## src/rtl/game_sched_if.sv

```systemverilog
// game_sched_if: handshake and board-RAM bus between the game sequencer and its surroundings.
interface game_sched_if #(parameter int SCORE_W = 16);
   logic               start;
   logic               bottom_flag;
   logic               top_flag;
   logic [31:0]        piece_xy;
   logic [9:0]         row_rdata;
   logic               gen_flag;
   logic               drop_tick;
   logic               move_en;
   logic [3:0]         row_addr;
   logic               row_we;
   logic [9:0]         row_wdata;
   logic [7:0]         lines_total;
   logic [SCORE_W-1:0] score;
   logic               game_over;
   logic [2:0]         state;
   modport master (output start, bottom_flag, top_flag, piece_xy, row_rdata,
                   input gen_flag, drop_tick, move_en, row_addr, row_we, row_wdata,
                   lines_total, score, game_over, state);
   modport slave  (input start, bottom_flag, top_flag, piece_xy, row_rdata,
                   output gen_flag, drop_tick, move_en, row_addr, row_we, row_wdata,
                   lines_total, score, game_over, state);
endinterface

```

## src/rtl/game_sched.sv

```systemverilog
// game_sched: Tetris game sequencer - board clear, spawn, gravity, lock, line scan/collapse, scoring.
module game_sched #(
   parameter int TICK_DIV = 25000000,
   parameter int SCORE_W  = 16
) (
   input logic         Clk,
   input logic         Reset,
   game_sched_if.slave bus
);
   localparam int GW = $clog2(TICK_DIV);
   localparam logic [2:0] IDLE = 3'd0, CLEAR = 3'd1, SPAWN = 3'd2, PLAY = 3'd3,
                          LOCK = 3'd4, SCAN = 3'd5, SHIFT = 3'd6, OVER = 3'd7;
   logic [2:0]         st;
   logic [3:0]         cnt, r, s;
   logic               ph;
   logic [9:0]         buf_q;
   logic [2:0]         lcnt;
   logic [GW-1:0]      gcnt;
   logic [31:0]        pxy;
   logic [7:0]         lines_q;
   logic [SCORE_W-1:0] score_q;
   logic [3:0]         xk, yk, pts;
   logic               cell_ok, full, tick_hit;
   logic [8:0]         lsum;
   always_comb begin
      xk       = pxy[(5'd31 - {cnt[1:0], 3'b000}) -: 4];
      yk       = pxy[(5'd27 - {cnt[1:0], 3'b000}) -: 4];
      cell_ok  = (xk < 4'd10) && (yk < 4'd12);
      full     = bus.row_rdata == 10'h3FF;
      tick_hit = gcnt == GW'(TICK_DIV - 1);
      lsum     = {1'b0, lines_q} + {6'b0, lcnt};
      pts      = lcnt == 3'd0 ? 4'd0 : lcnt == 3'd1 ? 4'd1 : lcnt == 3'd2 ? 4'd3 :
                 lcnt == 3'd3 ? 4'd5 : 4'd8;
      bus.gen_flag    = st == SPAWN;
      bus.move_en     = st == PLAY;
      bus.drop_tick   = st == PLAY && !bus.bottom_flag && tick_hit;
      bus.game_over   = st == OVER;
      bus.state       = st;
      bus.lines_total = lines_q;
      bus.score       = score_q;
   end
   // Board RAM port: writes happen only in CLEAR, LOCK and SHIFT write phases
   always_comb begin
      bus.row_addr  = 4'd0;
      bus.row_we    = 1'b0;
      bus.row_wdata = 10'd0;
      case (st)
         CLEAR: begin
            bus.row_addr = cnt;
            bus.row_we   = 1'b1;
         end
         LOCK: begin
            bus.row_addr  = cell_ok ? yk : 4'd0;
            bus.row_we    = cell_ok;
            bus.row_wdata = bus.row_rdata | (10'd1 << xk);
         end
         SCAN: bus.row_addr = r;
         SHIFT: begin
            bus.row_addr  = s == 4'd11 ? 4'd11 : ph ? s : s + 4'd1;
            bus.row_we    = s == 4'd11 || ph;
            bus.row_wdata = s == 4'd11 ? 10'd0 : buf_q;
         end
         default: ;
      endcase
   end
   always_ff @(posedge Clk or posedge Reset) begin
      if (Reset) begin
         st      <= IDLE;
         cnt     <= '0;
         r       <= '0;
         s       <= '0;
         ph      <= 1'b0;
         buf_q   <= '0;
         lcnt    <= '0;
         gcnt    <= '0;
         pxy     <= '0;
         lines_q <= '0;
         score_q <= '0;
      end else begin
         case (st)
            IDLE, OVER: if (bus.start) begin
               st      <= CLEAR;
               cnt     <= '0;
               score_q <= '0;
               lines_q <= '0;
            end
            CLEAR: begin
               cnt <= cnt + 4'd1;
               if (cnt == 4'd11) st <= SPAWN;
            end
            SPAWN: begin
               gcnt <= '0;
               lcnt <= '0;
               st   <= PLAY;
            end
            PLAY: if (bus.bottom_flag) begin
               st  <= bus.top_flag ? OVER : LOCK;
               cnt <= '0;
               pxy <= bus.piece_xy;
            end else gcnt <= tick_hit ? '0 : gcnt + 1'b1;
            LOCK: begin
               cnt <= cnt + 4'd1;
               if (cnt == 4'd3) begin
                  st <= SCAN;
                  r  <= '0;
               end
            end
            SCAN: if (full) begin
               st   <= SHIFT;
               s    <= r;
               ph   <= 1'b0;
               lcnt <= lcnt + 3'd1;
            end else if (r == 4'd11) begin
               score_q <= score_q + SCORE_W'(pts);
               lines_q <= lsum[8] ? 8'hFF : lsum[7:0];
               st      <= SPAWN;
            end else r <= r + 4'd1;
            SHIFT: if (s == 4'd11) st <= SCAN;
            else if (!ph) begin
               buf_q <= bus.row_rdata;
               ph    <= 1'b1;
            end else begin
               s  <= s + 4'd1;
               ph <= 1'b0;
            end
         endcase
      end
   end
endmodule

```

## src/flat_wrapper.sv

```systemverilog
// flat-port wrapper written by rule: the top's interface ports become plain ports
module game_sched_flat 
#(
   parameter int TICK_DIV = 25000000,
   parameter int SCORE_W  = 16
)
  (Clk, Reset, bus_start, bus_bottom_flag, bus_top_flag, bus_piece_xy, bus_row_rdata, bus_gen_flag, bus_drop_tick, bus_move_en, bus_row_addr, bus_row_we, bus_row_wdata, bus_lines_total, bus_score, bus_game_over, bus_state);
  game_sched_if #(.SCORE_W(SCORE_W)) bus_i ();
  input logic Clk;
  input logic Reset;
  input wire logic [$bits(bus_i.start)-1:0] bus_start;
  input wire logic [$bits(bus_i.bottom_flag)-1:0] bus_bottom_flag;
  input wire logic [$bits(bus_i.top_flag)-1:0] bus_top_flag;
  input wire logic [$bits(bus_i.piece_xy)-1:0] bus_piece_xy;
  input wire logic [$bits(bus_i.row_rdata)-1:0] bus_row_rdata;
  output wire logic [$bits(bus_i.gen_flag)-1:0] bus_gen_flag;
  output wire logic [$bits(bus_i.drop_tick)-1:0] bus_drop_tick;
  output wire logic [$bits(bus_i.move_en)-1:0] bus_move_en;
  output wire logic [$bits(bus_i.row_addr)-1:0] bus_row_addr;
  output wire logic [$bits(bus_i.row_we)-1:0] bus_row_we;
  output wire logic [$bits(bus_i.row_wdata)-1:0] bus_row_wdata;
  output wire logic [$bits(bus_i.lines_total)-1:0] bus_lines_total;
  output wire logic [$bits(bus_i.score)-1:0] bus_score;
  output wire logic [$bits(bus_i.game_over)-1:0] bus_game_over;
  output wire logic [$bits(bus_i.state)-1:0] bus_state;
  assign bus_i.start = bus_start;
  assign bus_i.bottom_flag = bus_bottom_flag;
  assign bus_i.top_flag = bus_top_flag;
  assign bus_i.piece_xy = bus_piece_xy;
  assign bus_i.row_rdata = bus_row_rdata;
  assign bus_gen_flag = bus_i.gen_flag;
  assign bus_drop_tick = bus_i.drop_tick;
  assign bus_move_en = bus_i.move_en;
  assign bus_row_addr = bus_i.row_addr;
  assign bus_row_we = bus_i.row_we;
  assign bus_row_wdata = bus_i.row_wdata;
  assign bus_lines_total = bus_i.lines_total;
  assign bus_score = bus_i.score;
  assign bus_game_over = bus_i.game_over;
  assign bus_state = bus_i.state;
  game_sched #(.TICK_DIV(TICK_DIV), .SCORE_W(SCORE_W)) u_core (.Clk(Clk), .Reset(Reset), .bus(bus_i));
endmodule
```

## config.mk

```make
export PLATFORM = sky130hd
export DESIGN_NAME = game_sched_flat
export DESIGN_NICKNAME = d
export VERILOG_FILES = /design/src/rtl/game_sched_if.sv /design/src/rtl/game_sched.sv /design/src/flat_wrapper.sv
export SDC_FILE = /design/constraint.sdc
export NUM_CORES = 1
export LEC_CHECK = 0
export BUFFER_PORTS_ARGS = -buffer_cell sky130_fd_sc_hd__buf_4
export CORE_ASPECT_RATIO = 1.75
export CORE_MARGIN = 2
export CORE_UTILIZATION = 41
export DETAILED_ROUTE_END_ITERATION = 8
export GPL_TIMING_DRIVEN = 0
export PLACE_DENSITY = 0.65
export SETUP_SLACK_MARGIN = 0.4
export SYNTH_ARGS = -nofsm -noshare
export SYNTH_HDL_FRONTEND = slang
export SYNTH_SLANG_ARGS = --single-unit
```

## constraint.sdc

```tcl
create_clock -name Clk -period 6.6 [get_ports Clk]
set_clock_uncertainty 0.1 [all_clocks]
set_input_delay 1.32 -clock Clk [delete_from_list [all_inputs] [get_ports Clk]]
set_output_delay 1.32 -clock Clk [all_outputs]
set_load 0.03 [all_outputs]
```

[Word level (Yosys, flattened, before mapping)]
Index checks and enable logic that the tools add are counted.
Storage, ports and cells
  register bits: 110
  bits in latches: 0
  RAM bits: 0
  memory bits (read-only): 0
  bits of input ports: 47
  logic and storage cells: 131
  memories: 0
Cells by class
  add/sub/neg operators: 9
  multiply operators: 0
  divide/modulo/power cells: 0
  order comparisons: 2
  equality and inequality tests: 29
  shift operators: 3
  mux-type cells: 49
  bitwise logic cells: 3
  reductions and logical operators: 25
Operators by type and width (count)
  35-bit by 6-bit indexed part select with 4-bit output: 2
  4-bit 2-to-1 mux: 15
  25-bit 2-to-1 mux: 2
  25-bit one-hot mux with 2 select lines: 1
  16-bit 2-to-1 mux: 3
  8-bit 2-to-1 mux: 4
  16-bit one-hot mux with 2 select lines: 1
  25-bit by 1-bit adder with 25-bit output, second input constant: 1
  25-bit == test, second input constant: 1
  3-bit 2-to-1 mux: 8
  3-bit one-hot mux with 7 select lines: 1
  10-bit one-hot mux with 2 select lines: 1
  16-bit by 4-bit adder with 16-bit output: 1
  4-bit one-hot mux with 2 select lines: 2
  4-bit one-hot mux with 4 select lines: 1
  8-bit one-hot mux with 2 select lines: 1
  4-bit by 1-bit adder with 4-bit output, second input constant: 3
  3-bit by 2-bit == test with 1-bit output, second input constant: 4
  3-bit == test, second input constant: 4
  4-bit == test, second input constant: 3
  2-bit by 1-bit != test with 1-bit output, second input constant: 6
  2-bit != test, second input constant: 6
  4-bit one-hot mux with 3 select lines: 1
  4-bit AND reduction: 3
  other kinds (27): 45

[Longest topological paths before layout]
Gate-level depths: netlist of the first run.
  depth in word-level cells: 9
  depth in mapped cells: 13
  depth with buffers taken out: 13

[Worst setup path before layout of the first run]
Ideal clock, no wire load.
  path kind: register to output
  from: register u_core.cnt[0]
  to: output bus_row_wdata[4]
  arrival: 2.182 ns
  setup slack: 2.998 ns
  stages on the path, launching flop included: 6
  path buffers: 1
  path through: dfrtp_1 > buf_2 > mux4_2 > nor2_1 > a21oi_1 > o21ai_0
Between the ends
  longest elaborated chain between the ends: 5
RTL lines
  start: declaration: RTL line game_sched.sv:14  | logic [3:0] cnt, r, s;
  start signal: assignment: RTL line game_sched.sv:88  | cnt <= cnt + 4'd1;
  start signal: assignment: RTL line game_sched.sv:102  | cnt <= cnt + 4'd1;
  5-bit subtractor: RTL line game_sched.sv:26  | xk = pxy[(5'd31 - {cnt[1:0], 3'b000}) -: 4];
  35-bit by 6-bit indexed part select with 4-bit output: RTL line game_sched.sv:26
  1-bit by 4-bit left shift with 10-bit output: RTL line game_sched.sv:55  | bus.row_wdata = bus.row_rdata | (10'd1 << xk);
  10-bit OR: RTL line game_sched.sv:55
  10-bit one-hot mux with 2 select lines: RTL line game_sched.sv:47  | case (st)
  end: declaration: RTL line flat_wrapper.sv:21  | output wire logic [$bits(bus_i.row_wdata)-1:0] bus_row_wdata;
Every way passes these cells.

[Worst setup path in the final report of the first run]
  from: register u_core.cnt[1]
  to: output bus_row_addr[3]
Between the ends
  longest elaborated chain between the ends: 6
RTL lines
  5-bit subtractor (on tied branches): RTL line game_sched.sv:26, game_sched.sv:27
  35-bit by 6-bit indexed part select with 4-bit output (on tied branches): RTL line game_sched.sv:26, game_sched.sv:27
  4-bit less-than comparator: RTL line game_sched.sv:28  | cell_ok = (xk < 4'd10) && (yk < 4'd12);
  1-bit logical AND: RTL line game_sched.sv:28
  4-bit 2-to-1 mux *: RTL line game_sched.sv:53  | bus.row_addr = cell_ok ? yk : 4'd0;
  4-bit one-hot mux with 4 select lines *: RTL line game_sched.sv:47
  end: declaration: RTL line flat_wrapper.sv:19  | output wire logic [$bits(bus_i.row_addr)-1:0] bus_row_addr;
Every way passes the cells marked *; elsewhere a longest branch is shown, timed or not.

==> qor.yml, run 1 <==
status: "finished clean"
total_leakage_power_uw: 0.00340
post_cts_resized: 0
cts_tree: "done"
ant_nets: 0
syn_inst: 651
worstMarginPinSlew_ns: 0.923
dr.pass1.iters: 5
synth-async-reset-ratio: 1.00
ioPinCount: 93
antenna_found_initial: 0
synth_top_cell_by_area: "dfrtp_1"
clk_pin_slew_ns: 0.08
fp.dieW_um: 98.3
rsz0062_at_grt: "no"
cts_setup_buffers: 0
port_buffers: 92
die_h_um: 169
synth-seq-cells: 110
die-area_um2: 16600
clock_path_buffers: 2
ir_worst_vdd_mv: 0.270
required_ns: 5.18
netlist_top_cells_count: "dfrtp_1, nand2_1, o21ai_0, a21oi_1, nor2_1"
nets: 820
num_antenna_cells: 0
num_rows: 60
grt_max_degree: 70
cts_num_sinks: 110
final_util: 0.499
power_density_nw_per_um2: 345
setup_violations: 0
root_buffer: "clkbuf_16"
grtUsageTotal: 0.196
route.vias.total: 5416
dp_hpwl_um: 12100
cp-end-kind: "primary output"
routabilityCongestion: 0.924
grt_pass1_wl_um: 26800
grt_overflow_total: 0
drv_slew: 0
synth.area.top_cells: "dfrtp_1, mux2_2, nand2_1"
critPathLaunchType: "flop"
path_class: "flop to primary output"
drc: 0
yosysSeqAreaShare: 0.432
htreeDepth: 3
layout-drive-gt1-share: 0.255
synth_top_flop_cell: "dfrtp_1"
fin_crit_sh: 0.638
core-area_um2: 15300
synth_edf_count: 0
drt_wl_total_um: 16300
wl_per_cell_um: 17.2
netlist_area_um2: 6380
syn_nets: 716
max_freq_mhz: 237
crit_arrival_ns: 2.79
yosysWarnings: 0
grt_pass1_vias: 5475
period_needed_ns: 4.21
hp-class: "flop to flop"
finalHoldViolations: 0
vias_per_cell: 5.73
area_growth_pct: 19.8
max_cap_violations: 0
slew-limit-headroom: 0.379
crit_fanout: 10
timing.setup.tns_ns: 0
clk_latency_ns: 0.36
yosysMostFrequentCell: "dfrtp_1"
cts_made_buffers: 9
syn_avg_cell_area_um2: 9.80
synth.distinct_cells: 65
hold_buffers: 0
drt-initial-drc-count: 294
yosysTopAreaCellShare: 0.432
start_util: 0.417
## stage by stage
| step | area (um^2) | power [uW] | instances | setup slack (ns) | hold WS [ns] |
|---|---|---|---|---|---|
| 3_3_place_gp | 7300 | 2040 | 929 | 0.924 | 0.384 |
| 6_report | 7640 | 2640 | 946 | 2.39 | 0.406 |
| 4_1_cts | 7640 | 2650 | 946 | 2.35 | 0.413 |
| 5_1_grt | 7640 | 2800 | 946 | 2.21 | 0.429 |
| 3_5_place_dp | 7330 | 2080 | 930 | 2.75 | 0.393 |
| 2_1_floorplan | 6380 | 1760 | 651 | 2.28 | 0.374 |
## where the power goes
part / internal [uW] / switching, uW
logic: 478 / 611
registers: 850 / 131
clock network: 274 / 292
## flip-flops by register name, indices dropped and copies added (netlist names), 4 cells and up
signal	count
u_core.bus.lines_total	8
u_core.bus.score	16
u_core.buf_q	10
u_core.r	4
u_core.gcnt	25
u_core.s	4
u_core.pxy	32
u_core.cnt	4
## layout make-up
type	count	area [um^2]
buffer	31	144
clock buffer	9	225
clock inverter	7	85.1
fill	1447	7670
inverter	17	66.3
multi-input combinational	493	3420
sequential	110	2750
tap	186	233
timing repair buffer	93	718
## metal layers
| metal | GRT usage | share of wire | routed length (um) |
|---|---|---|---|
| met4 | 0.0756 | 0.028 | 454 |
| met2 | 0.362 | 0.54 | 8870 |
| met3 | 0.0310 | 0.038 | 613 |
| met1 | 0.223 | 0.39 | 6360 |
| met5 | 0 | 0 | 0 |
## worst max-delay path, cell delays in order (launching register included)
cell and delay, ns:
dfrtp_1 0.48, buf_1 0.48, mux4_2 0.44, o21ai_0 0.54
nand3_1 0.15, o221ai_1 0.13, buf_4 0.21
## worst paths after layout
| kind | start | end | slack [ns] | cells past startpoint |
|---|---|---|---|---|
| setup reg to reg | u_core.lcnt[1]$_DFFE_PP0P_ | u_core.bus.score[5]$_DFFE_PP0P_ | 3.42 | 10 |
| hold reg to reg | u_core.pxy[28]$_DFFE_PP0P_ | u_core.pxy[28]$_DFFE_PP0P_ | 0.41 | 1 |
| setup / recovery | u_core.cnt[1]$_DFFE_PP0P_ | bus_row_addr[3] | 2.39 | 6 |
| max in group asynchronous | Reset | u_core.gcnt[22]$_DFFE_PP0P_ | 4.73 | 3 |
| hold / removal | u_core.pxy[28]$_DFFE_PP0P_ | u_core.pxy[28]$_DFFE_PP0P_ | 0.41 | 1 |
| min in group asynchronous | Reset | u_core.pxy[21]$_DFFE_PP0P_ | 0.92 | 2 |
## cells in the final DEF, fill, tap and decap left out, drive strengths merged, types with 7 or more instances in the layout
| cell | n |
|---|---|
| dfrtp | 110 |
| buf | 107 |
| nand2 | 68 |
| o21ai | 51 |
| a21oi | 46 |
| nor2 | 45 |
| mux2 | 45 |
| clkbuf | 26 |
| nand3 | 24 |
| inv | 21 |
| xnor2 | 17 |
| ha | 16 |
| o31ai | 14 |
| nor2b | 13 |
| nor3 | 13 |
| a21o | 12 |
| nand4 | 11 |
| and3 | 10 |
| or4 | 8 |
| mux4 | 8 |
| o211ai | 7 |
## cell families after synthesis
| family | synth area share |
|---|---|
| buffers and inverters | 0.0326 |
| xor gates and xnor gates | 0.0288 |
| muxes | 0.116 |
| and+or+nand+nor | 0.188 |
| AOI/OAI and AO/OA | 0.165 |
| DFF | 0.432 |
| adders and majority gates | 0.0377 |
(Power assumes the default switching activity.)
==> run 2: changes to the inputs <==
- ABC_AREA: unset -> 1
- PLACE_DENSITY: 0.65 -> 0.67
- clock period: 6.6 -> 3.85 ns (I/O delays scaled with it)
==> run 2 against run 1 <==
  * Global-route usage rose by 1.5 points
  * Sequential share of layout area decreased by 2.0 points
  * First-iteration DRC count rose by 13%
  * Critical path depth increased by 4
  * Total power grew 72%
  * Area after synthesis increased by 6.6%
  * Combinational power grew 78%
  * Synthesized cell count is 37% higher
  * Routed wire length rose by 10%
  * Sequential cell count did not move
  * Setup slack worse by 1.7 ns
  * Register-to-register slack got worse by 2.3 ns
  * Largest power group unchanged
  * Highest routed layer unchanged
==> qor.yml, run 2 <==
status: "finished clean"
ioPinCount: 93
netlist_area_um2: 6800
nets: 1059
yosysTopAreaCellShare: 0.405
core-area_um2: 16300
synth.distinct_cells: 40
num_rows: 62
top_register: "u_core.pxy"
post_cts_resized: 0
worstMarginPinSlew_ns: 0.761
synth-seq-cells: 110
cp_slowest_cell: "dfrtp_1"
p_int_uw: 2590
syn_avg_cell_area_um2: 7.65
path_class: "flop to primary output"
netlist_top_cells_count: "nand2_1, dfrtp_1, inv_1, nor2_1, nand3_1"
syn_inst: 889
area_growth_pct: 18.9
switching_share: 0.429
htreeDepth: 3
final_cells: 1191
syn_nets: 954
yosysWarnings: 0
layout_common_cells: "nand2_1, dfrtp_1, inv_1, buf_4, nor2_1"
root_buffer: "clkbuf_16"
route.vias.total: 6189
synth.area.top_cells: "dfrtp_1, nand2_1, inv_1"
cts_setup_buffers: 0
clock_path_buffers: 2
setup_slack_ns: 0.708
power_density_nw_per_um2: 562
grt_overflow_total: 0
endpoint: "bus_row_addr[2]"
power_frac_comb: 0.428
slowest_delay_ns: 0.43
mostFrequentLayoutCell: "nand2_1"
largest_reg_flops: 32
total_leakage_power_uw: 0.00399
drt-initial-drc-count: 332
critPathLaunchType: "flop"
start_util: 0.417
drt_wl_total_um: 18000
routabilityCongestion: 0.942
r2r_end: "u_core.bus.score[6]$_DFFE_PP0P_"
fin_crit_sh: 0.816
num_antenna_cells: 0
clk_pin_slew_ns: 0.08
drv_slew: 0
drc: 0
slew-limit-headroom: 0.492
die-area_um2: 17700
dr.pass1.iters: 6
max_cap_violations: 0
synth_top_cell_by_area: "dfrtp_1"
synth_edf_count: 0
seq_power_share: 0.358
synth_top_flop_cell: "dfrtp_1"
rsz0062_at_grt: "no"
yosysMostFrequentCell: "nand2_1"
synth-async-reset-ratio: 1.00
die_h_um: 174
yosysSeqAreaShare: 0.405
hp-start: "u_core.pxy[8]$_DFFE_PP0P_"
crit_path_start: "u_core.cnt[0]$_DFFE_PP0P_"
max_freq_mhz: 318
placed_cells: 1175
reg2reg_depth: 12
antenna_found_initial: 0
layout-drive-gt1-share: 0.195
ant_nets: 0
hp-class: "flop to flop"
grt_pass1_vias: 6252
fp.dieW_um: 101
worstPathCellList: "inv_1 > buf_2 > nand2_1 > nand3_1 > nand2_1 > a21oi_1 > a21oi_1 > nand3_1 > nand2_1 > buf_4"
cts_num_sinks: 110
crit_arrival_ns: 2.27
cpMostUsedCell: "nand2_1"
power.switching_uw: 1950
cts_made_buffers: 9
grt_max_degree: 42
grtUsageTotal: 0.211
setup_violations: 0
reg2reg_slack_ns: 1.14
hold_buffers: 0
period_needed_ns: 3.14
vias_per_cell: 5.20
cp-end-kind: "primary output"
clk_latency_ns: 0.36
port_buffers: 92
dp_hpwl_um: 13900
crit_fanout: 10
wl_per_cell_um: 15.1
timing.setup.tns_ns: 0
ir_worst_vdd_mv: 0.334
grt_pass1_wl_um: 29500
dp_slack_ns: 0.940
cts_tree: "done"
required_ns: 2.98
r2r_start: "u_core.lcnt[1]$_DFFE_PP0P_"
p_clk_frac: 0.214
finalHoldViolations: 0
==> run 2: cell count changes after synthesis, sizes merged, moves of 15 or more <==
cell / before / now
nor2: 45 / 94
nand3: 24 / 70
nand2: 68 / 257
nand4: 11 / 26
inv: 17 / 109
a21oi: 46 / 18
o21ai: 51 / 78
==> run 2: logic make-up (layout without fill, tap and decap cells) <==
kind of cell             count (synthesis)  in the layout  synth area share
adder cells (fa/ha/maj)                 18             18            0.0353
multiplexers                            31             31            0.0513
XOR/XNOR                                22             22            0.0283
flip-flops                             110            110             0.405
AO/OA/AOI/OAI                          108            108            0.0858
buffers and inverters                  130            240            0.0841
AND/OR/NAND/NOR                        470            470             0.310
==> run 2: power groups by stage <==
stage               clock network (uW)  registers, uW  logic, uW
floorplan                            0           1620       1360
global placement                     0           1640       1910
detailed placement                   0           1650       1950
CTS                                998           1620       1950
global route                      1040           1660       2150
finish                             972           1630       1940
==> run 2: worst min path at each step <==
| stage | to | slack (ns) | cells after the start |
|---|---|---|---|
| 2_1_floorplan | u_core.buf_q[0]$_DFFE_PP0P_ | 0.35 | 2 |
| 3_3_place_gp | u_core.buf_q[7]$_DFFE_PP0P_ | 0.37 | 2 |
| 3_5_place_dp | u_core.buf_q[8]$_DFFE_PP0P_ | 0.37 | 2 |
| 4_1_cts | u_core.buf_q[8]$_DFFE_PP0P_ | 0.39 | 2 |
| 5_1_grt | u_core.pxy[7]$_DFFE_PP0P_ | 0.43 | 1 |
| 6_report | u_core.pxy[8]$_DFFE_PP0P_ | 0.40 | 1 |
==> run 2: layer usage <==
layer / GRT usage / share of wire
met4: 0.0907 / 0.032
met1: 0.218 / 0.36
met2: 0.410 / 0.57
met5: 0 / 0
met3: 0.0249 / 0.034
==> run 2: final cells by class <==
class,instances,area [um^2]
Fill cell,1630,8200
Multi-Input combinational cell,649,3470
Sequential cell,110,2750
Timing Repair Buffer,94,731
Inverter,109,415
Tap cell,192,240
Clock buffer,9,225
Buffer,21,161
Clock inverter,7,86.3
==> run 2: critical path: cells and delay by family, from the launching register on <==
kind | cells | cell delay, ns
AO/OA/AOI/OAI | 2 | 0.40
AND/OR/NAND/NOR | 5 | 0.57
buffers and inverters | 3 | 0.51
flip-flops | 1 | 0.43
==> run 2: stage by stage <==
stage | total power, uW | cell area, um^2 | hold WS (ns) | util
after detailed placement | 3600 | 7770 | 0.373 | 0.477
after global routing | 4850 | 8090 | 0.425 | 0.496
after floorplan | 2980 | 6800 | 0.353 | -
after CTS | 4580 | 8090 | 0.395 | 0.496
final | 4540 | 8090 | 0.395 | 0.496
after global placement | 3550 | 7730 | 0.369 | 0.475
==> run 3: changes to the inputs <==
- PLACE_DENSITY: 0.67 -> 0.65
- clock period: 3.85 -> 3 ns (I/O delays scaled with it)
==> run 3 against run 2 <==
  * Critical path depth shrank 1
  * Total power up 42%
  * Final cell count rose by 1.8%
  * Setup slack got worse by 0.35 ns
  * Critical path type unchanged
  * Critical endpoint is now bus_row_wdata[9]
  * Largest power group unchanged
  * Highest routed layer unchanged
==> qor.yml, run 3 (synthesized netlist as in run 2, its figures left out) <==
hp-class: "primary input to async pin"
antenna_found_initial: 0
htreeDepth: 3
setup_violations: 0
max_freq_mhz: 379
total_leakage_power_uw: 0.00417
port_buffers: 92
layout.area.seq_um2: 2760
critPathLaunchType: "flop"
dpl-instance-area_um2: 7790
nets: 1081
cts_num_sinks: 110
clock_path_buffers: 2
core-area_um2: 16300
slew-limit-headroom: 0.601
max_cap_violations: 0
ant_nets: 0
route.vias.total: 6328
grt_overflow_total: 0
layout-drive-gt1-share: 0.278
dp_hpwl_um: 13900
layout_common_cells: "nand2_1, dfrtp_1, buf_4, inv_1, nor2_1"
multi_input_comb_area_um2: 3720
cp-end-kind: "primary output"
routabilityCongestion: 0.911
crit_fanout: 5
fin_crit_sh: 0.880
rsz0062_at_grt: "yes"
grt_pass1_wl_um: 29300
fillers: 1601
drt-initial-drc-count: 285
root_buffer: "clkbuf_16"
grtUsageTotal: 0.210
finalHoldViolations: 0
die-area_um2: 17700
num_rows: 62
wl_per_cell_um: 15.3
top_register: "u_core.pxy"
clk_latency_ns: 0.37
finish.instance_area_um2: 8640
grt_pass1_vias: 6156
reg2reg_slack_ns: 0.54
path_class: "flop to primary output"
clk_pin_slew_ns: 0.08
hold-worst-slack_ns: 0.160
num_antenna_cells: 0
timing.setup.tns_ns: 0
status: "finished clean"
drc: 0
vias_per_cell: 5.22
reg2reg_depth: 11
dr.pass1.iters: 5
r2r_end: "u_core.bus.score[6]$_DFFE_PP0P_"
cts_made_buffers: 9
mostFrequentLayoutCell: "nand2_1"
worstMarginPinSlew_ns: 0.598
grt_max_degree: 41
required_ns: 2.30
cts_tree: "done"
largest_reg_flops: 32
die_h_um: 174
start_util: 0.417
crit_arrival_ns: 1.94
period_needed_ns: 2.64
r2r_start: "u_core.lcnt[0]$_DFFE_PP0P_"
drv_slew: 0
ir_worst_vdd_mv: 0.480
power_density_nw_per_um2: 748
drt_wl_total_um: 18500
ioPinCount: 93
area_growth_pct: 27.1
fp.dieW_um: 101
-- run 3: cell types whose count changed in the layout (fill, tap and decap cells not counted), sizes merged --
cell and change:
buf +23, clkbuf -1, clkinv +1, inv -1
-- run 3: per-stage QoR --
stage,util,instances,setup WS (ns),total power [uW]
4_1_cts,0.510,1199,0.386,6110
3_3_place_gp,0.475,1173,0.129,4550
2_1_floorplan,-,889,0.471,3820
3_5_place_dp,0.478,1176,0.312,4600
6_report,0.530,1213,0.360,6460
5_1_grt,0.530,1213,0.280,6860
-- run 3: power breakdown --
part / switching [uW] / internal, uW
logic: 1890 / 1220
registers: 255 / 1850
clock network: 647 / 600
-- run 3: final cells by class --
type                       count  share of cell area
clock buffer                   9              0.0261
tap                          192              0.0278
clock inverter                 7             0.00999
inverter                     109              0.0484
multi-input combinational    649               0.430
sequential                   110               0.319
timing repair buffer         116               0.114
buffer                        21              0.0240
-- run 3: worst max-delay path by stage --
| stage | start | end | slack [ns] | cells past startpoint |
|---|---|---|---|---|
| 2_1_floorplan | u_core.bus.state[1]$_DFFE_PP0P_ | bus_drop_tick | 0.47 | 4 |
| 3_3_place_gp | Reset | u_core.pxy[28]$_DFFE_PP0P_ | 0.13 | 2 |
| 3_5_place_dp | u_core.cnt[1]$_DFFE_PP0P_ | bus_row_addr[0] | 0.31 | 8 |
| 4_1_cts | u_core.cnt[0]$_DFFE_PP0P_ | bus_row_addr[0] | 0.39 | 10 |
| 5_1_grt | u_core.cnt[0]$_DFFE_PP0P_ | bus_row_wdata[9] | 0.28 | 11 |
| 6_report | u_core.cnt[0]$_DFFE_PP0P_ | bus_row_wdata[9] | 0.36 | 9 |
-- run 3: per-layer routing --
metal / wire [um] / up-vias / part of all wire / global-route usage
met5: 0 / - / 0 / 0
met4: 629 / 0 / 0.034 / 0.0968
met3: 582 / 41 / 0.031 / 0.0350
met2: 10600 / 124 / 0.57 / 0.401
met1: 6730 / 3026 / 0.36 / 0.214
li1: - / 3137 / - / -
-- run 3: timing repair --
item,4_1_cts,5_1_grt
hold buffers,0,0
cloned,0,2
setup endpoints to repair,16,25
buffers inserted,7,12
gates resized for setup,49,75
pin swaps,3,15
-- run 3: worst max-delay path: stages (launching register included) --
cell and delay [ns]:
dfrtp_2 0.49, buf_4 0.16, nand2_1 0.11, nand3_4 0.10, nand2_4 0.11, nand3_1 0.11
o21ai_1 0.17, nand2_1 0.09, nand2_2 0.09, buf_6 0.13
